**config.mk**
```make
export PLATFORM = sky130hd
export DESIGN_NAME = fetch_unit
export DESIGN_NICKNAME = d
export VERILOG_FILES = /design/src/rtl/fetch_unit.sv
export SDC_FILE = /design/constraint.sdc
export NUM_CORES = 1
export LEC_CHECK = 0
export CAP_MARGIN = 20
export CORE_AREA = 3 3 144 146
export CTS_CLUSTER_DIAMETER = 120
export CTS_CLUSTER_SIZE = 30
export DETAILED_ROUTE_END_ITERATION = 10
export DIE_AREA = 0 0 147 149
export GPL_TIMING_DRIVEN = 0
export PLACE_DENSITY = 0.72
export SYNTH_ARGS = -nofsm -noshare
export SYNTH_HDL_FRONTEND = slang
export SYNTH_SLANG_ARGS = --single-unit
```
**constraint.sdc**
```tcl
create_clock -name clk -period 6 [get_ports clk]
set_input_delay 1.2 -clock clk [delete_from_list [all_inputs] [get_ports clk]]
set_output_delay 1.2 -clock clk [all_outputs]
set_load 0.02 [all_outputs]
```
**src/rtl/fetch_unit.sv**
```systemverilog
// Instruction fetch unit: issues in-order imem requests, buffers returned words
// with their PCs, and flushes/redirects on taken branches.
module fetch_unit #(
  parameter logic [31:0] RESET_PC = 32'h0000_0000,
  parameter int          DEPTH    = 2
) (
  input  logic        clk,
  input  logic        reset,
  output logic        imem_req_o,
  output logic [31:0] imem_addr_o,
  input  logic        imem_ready_i,
  input  logic        imem_rvalid_i,
  input  logic [31:0] imem_rdata_i,
  input  logic        redirect_i,
  input  logic [31:0] redirect_pc_i,
  output logic        instr_valid_o,
  input  logic        instr_ready_i,
  output logic [31:0] instr_o,
  output logic [31:0] instr_pc_o
);

  localparam int PW = (DEPTH > 1) ? $clog2(DEPTH) : 1;
  localparam int CW = $clog2(DEPTH + 1);
  localparam logic [PW-1:0] LAST_PTR = PW'(DEPTH - 1);
  localparam logic [CW:0]   DEPTH_W  = (CW + 1)'(DEPTH);

  logic [31:0]   fetch_pc;
  logic [CW-1:0] outstanding;
  logic [CW-1:0] count;
  logic [CW-1:0] drop;
  logic [PW-1:0] tag_wr;
  logic [PW-1:0] tag_rd;
  logic [PW-1:0] buf_wr;
  logic [PW-1:0] buf_rd;

  logic [31:0] tag_pc    [DEPTH];
  logic [31:0] buf_instr [DEPTH];
  logic [31:0] buf_pc    [DEPTH];

  logic        req_hs;
  logic        pop;
  logic        rsp_accept;
  logic        rsp_keep;
  logic [CW:0] occupancy;

  function automatic logic [PW-1:0] next_ptr(input logic [PW-1:0] p);
    return (p == LAST_PTR) ? '0 : p + PW'(1);
  endfunction

  // Occupancy counts in-flight requests (including ones to be dropped) plus
  // buffered words, so every issued request is guaranteed a buffer slot.
  assign instr_valid_o = !reset && !redirect_i && (count != '0);
  assign pop           = instr_valid_o && instr_ready_i;
  assign occupancy     = {1'b0, outstanding} + {1'b0, count} - {{CW{1'b0}}, pop};
  assign imem_req_o    = !reset && !redirect_i && (occupancy < DEPTH_W);
  assign req_hs        = imem_req_o && imem_ready_i;
  assign rsp_accept    = !reset && imem_rvalid_i && (outstanding != '0);
  assign rsp_keep      = rsp_accept && !redirect_i && (drop == '0);

  assign imem_addr_o = fetch_pc;
  assign instr_o     = buf_instr[buf_rd];
  assign instr_pc_o  = buf_pc[buf_rd];

  always_ff @(posedge clk) begin
    if (reset) begin
      fetch_pc    <= RESET_PC;
      outstanding <= '0;
      count       <= '0;
      drop        <= '0;
      tag_wr      <= '0;
      tag_rd      <= '0;
      buf_wr      <= '0;
      buf_rd      <= '0;
    end else begin
      outstanding <= outstanding + CW'(req_hs) - CW'(rsp_accept);
      if (req_hs) tag_wr <= next_ptr(tag_wr);
      if (rsp_accept) tag_rd <= next_ptr(tag_rd);

      // Requests still in flight after a redirect belong to the old path.
      if (redirect_i) begin
        fetch_pc <= redirect_pc_i & ~32'h3;
        count    <= '0;
        buf_wr   <= '0;
        buf_rd   <= '0;
        drop     <= outstanding - CW'(rsp_accept);
      end else begin
        if (req_hs) fetch_pc <= fetch_pc + 32'd4;
        if (rsp_accept && (drop != '0)) drop <= drop - CW'(1);
        if (rsp_keep) buf_wr <= next_ptr(buf_wr);
        if (pop) buf_rd <= next_ptr(buf_rd);
        count <= count + CW'(rsp_keep) - CW'(pop);
      end
    end
  end

  always_ff @(posedge clk) begin
    if (req_hs) tag_pc[tag_wr] <= fetch_pc;
    if (rsp_keep) begin
      buf_instr[buf_wr] <= imem_rdata_i;
      buf_pc[buf_wr]    <= tag_pc[tag_rd];
    end
  end

endmodule
```
==> results.toml <==
[outcome]
status = "complete, no violations"

[worst_setup_path]
crit_buf_inv = 2
critPathLaunchType = "input port"
crit_path_max_fanout = 6
regToRegSetupSlack_ps = 1930
cpMostUsedCell = "clkdlybuf4s50_1"
cp_top_family = "buffers and inverters"
critPathKind = "in2out"
rr_endpoint = "tag_pc[0][2]"
cp.arrival_ps = 4560
slowest_stage = "clkdlybuf4s50_1"
r2r-start = "count[1]"
reg2regPathDepth = 13
required_ps = 4800
end_kind = "primary output"
crit_chain = "clkdlybuf4s50_1, nor2_1, a21boi_0, and2_1, ha_1, nand2b_1, fa_1, xor2_2, and3_1, clkdlybuf4s50_1"
max_stage_delay_ps = 610

[cells_and_area]
fillCellCount = 1549
layout_commonest_cell = "edfxtp_1"
finalInstanceArea_um2 = 11600
finalNetCount = 860
seqCellArea_um2 = 6370
synthToLayoutAreaGrowth_pct = 26.2
layout_common_cells = "184 x edfxtp_1, 160 x clkdlybuf4s50_1, 92 x mux2_2, 42 x dfxtp_1, 24 x nor2_1"
final_core_util_pct = 59.2
drive_above_1_share_pct = 17.0
multi_input_area_um2 = 2620
num_antenna_cells = 0
final_cells = 1049

[place]
gp_congestion = 0.869
dp_hpwl_um = 14700
dp.cells = 1032
io_buffers = 160
postPlaceCellArea_um2 = 11200

[sta]
finalClockSkew_ps = 17.7
hold_viol = 0
slew_headroom_pct = 35.9
period_needed_ps = 5760
fmax_mhz = 174
fin_tns_setup_ps = 0
maxSlewViolCount = 0
worst_slew_pin_slew_ps = 959
rsz0062_at_grt = "false"
post-route-period-util_pct = 96.0
hold_slack_ps = 535
setup_violations = 0

[floorplanning]
die_area_um2 = 21900
start_util_pct = 46.9
fp.dieW_um = 147
coreArea_um2 = 19500
ios = 168
rows = 51
die_height_um = 149

[clock_network]
holdBufCountCts = 0
cts_buffers = 11
clkLatencyLatePin_ps = 470
h-tree-depth = 1
cts_sinks = 226
tritoncts = "yes"
clk_pin_slew_ps = 110
post_cts_buffers = 0
clk_root_buffer_cell = "clkbuf_16"
cts.path.max_buffers = 3

[power]
p_switching_mw = 0.653
leakagePower_nw = 3.81
sequentialPowerShare_pct = 61.6
p_clk_share_pct = 28.2
pwr-share-comb_pct = 10.2
power.density_nw_per_um2 = 251
p_int_mw = 2.24
irDropWorstVdd_v = 0.000153
sw_frac_of_total_pct = 22.6

[routing]
avgRoutedWirePerCell_um = 19.7
vias = 5720
vias_per_cell = 5.45
first_pass_iters = 5
wl_met1_um = 8420
ant_nets = 0
met2_length_um = 10200
post-route-drc-count = 0
drt-initial-drc-count = 635
highest_layer = "met4"
wl_met3_um = 1600
wl_um = 20700

[synthesis]
yosys.area.top_type = "edfxtp_1"
synth-seq-area-share_pct = 69.5
syn_avg_cell_area_um2 = 15.3
synth_edf_count = 184
ys.flop_type = "edfxtp_1"
ys_async_sr_fraction_pct = 0
yosysWarnings = 0
netlist_instances = 599
synth_cell_types = 55
synth_top_area_share_pct = 60.3
syn_area_um2 = 9160
synth_seq_cells = 226
yosys-top-cells-area = "edfxtp_1 60%, mux2_2 11%, dfxtp_1 9.2%"

[grt]
grt_pass1_vias = 5895
grt_remaining_overflow = 0
antenna_found_initial = 0
grt_max_degree = 32
grt_usage_pct = 18.4
grt_pass1_wl_um = 32100

[job]
maxCapViolations = 0

[min_path]
worstHoldPathType = "reg2reg"
hold-path-cell-count = 2
min_from = "tag_rd"
==> synthesized netlist by cell type, drive strengths merged (3+ instances only) <==
cell type,count
a21oi,19
a22oi,9
a31oi,6
a32oi,3
and2,5
and3,6
and4,7
buf,14
clkbuf,18
dfxtp,42
edfxtp,184
ha,9
inv,17
mux2,92
mux2i,3
nand2,20
nand3,15
nand4,12
nor2,27
nor2b,8
nor3,7
nor4,9
o21a,4
o21ai,12
o22ai,5
or3,3
xnor2,13
xor2,12
==> repair_timing <==
action | CTS | global route
gates resized for setup | 0 | 1
hold endpoints to repair | 0 | 0
setup endpoints to repair | 0 | 1
==> per-layer routing <==
layer  vias to the layer above  track usage, %
li1                       2621               -
met1                      2793            24.4
met2                       264            31.8
met3                        42            3.04
met4                         0            4.99
met5                         -               0
==> cell type report <==
cell class	instances	share of cell area, %
timing repair buffer	165	14.9
tap	265	2.87
clock buffer	16	2.54
clock inverter	1	0.141
sequential	226	55.1
inverter	17	0.552
multi-input combinational	327	22.7
buffer	32	1.31
==> how the worst max path moves through the flow <==
stage | start | endpoint | slack, ps | cells past startpoint
5_1_grt | redirect_i | imem_req_o | 80 | 10
3_3_place_gp | redirect_i | buf_instr[1][27] | -1110 | 4
4_1_cts | redirect_i | imem_req_o | 120 | 10
2_1_floorplan | reset | tag_pc[0][10] | 210 | 14
6_report | redirect_i | imem_req_o | 240 | 10
3_5_place_dp | redirect_i | imem_req_o | 190 | 10
==> worst min-delay path, delay by kind of cell, from the launching register on <==
family / cells / cell delay (ps)
xor gates and xnor gates: 1 / 80
DFF: 1 / 350
and+or+nand+nor: 1 / 80
==> stage by stage <==
stage	power, mW	setup WS [ps]
2_1_floorplan	1.96	211
3_3_place_gp	2.10	-1110
3_5_place_dp	2.11	191
4_1_cts	2.92	123
5_1_grt	3.00	77.1
6_report	2.90	242
==> state kept, by name, summed over array words and instances, names as in the netlist, named ones only <==
register	count
drop	2
buf_rd	1
tag_wr	1
tag_pc	60
count	2
buf_instr	64
buf_pc	60
outstanding	2
imem_addr_o	30
tag_rd	1
buf_wr	1
==> cell families (layout without fill, tap and decap cells) <==
group / after synthesis / after routing / synth area share (%)
flops: 226 / 226 / 69.5
other cells: 1 / 4 / 0.0409
simple gates: 125 / 125 / 7.79
xor+xnor: 25 / 25 / 2.39
mux: 95 / 95 / 11.6
fa+ha+maj: 10 / 10 / 1.45
compound gates: 68 / 68 / 4.84
buf+inv: 49 / 231 / 2.35
==> power by group through the flow <==
stage	clock network [mW]	logic, mW	registers (mW)
finish	0.815	0.296	1.78
global route	0.889	0.317	1.79
CTS	0.837	0.295	1.78
detailed placement	0	0.293	1.82
global placement	0	0.280	1.82
floorplan	0	0.141	1.82
(Power assumes the default switching activity.)
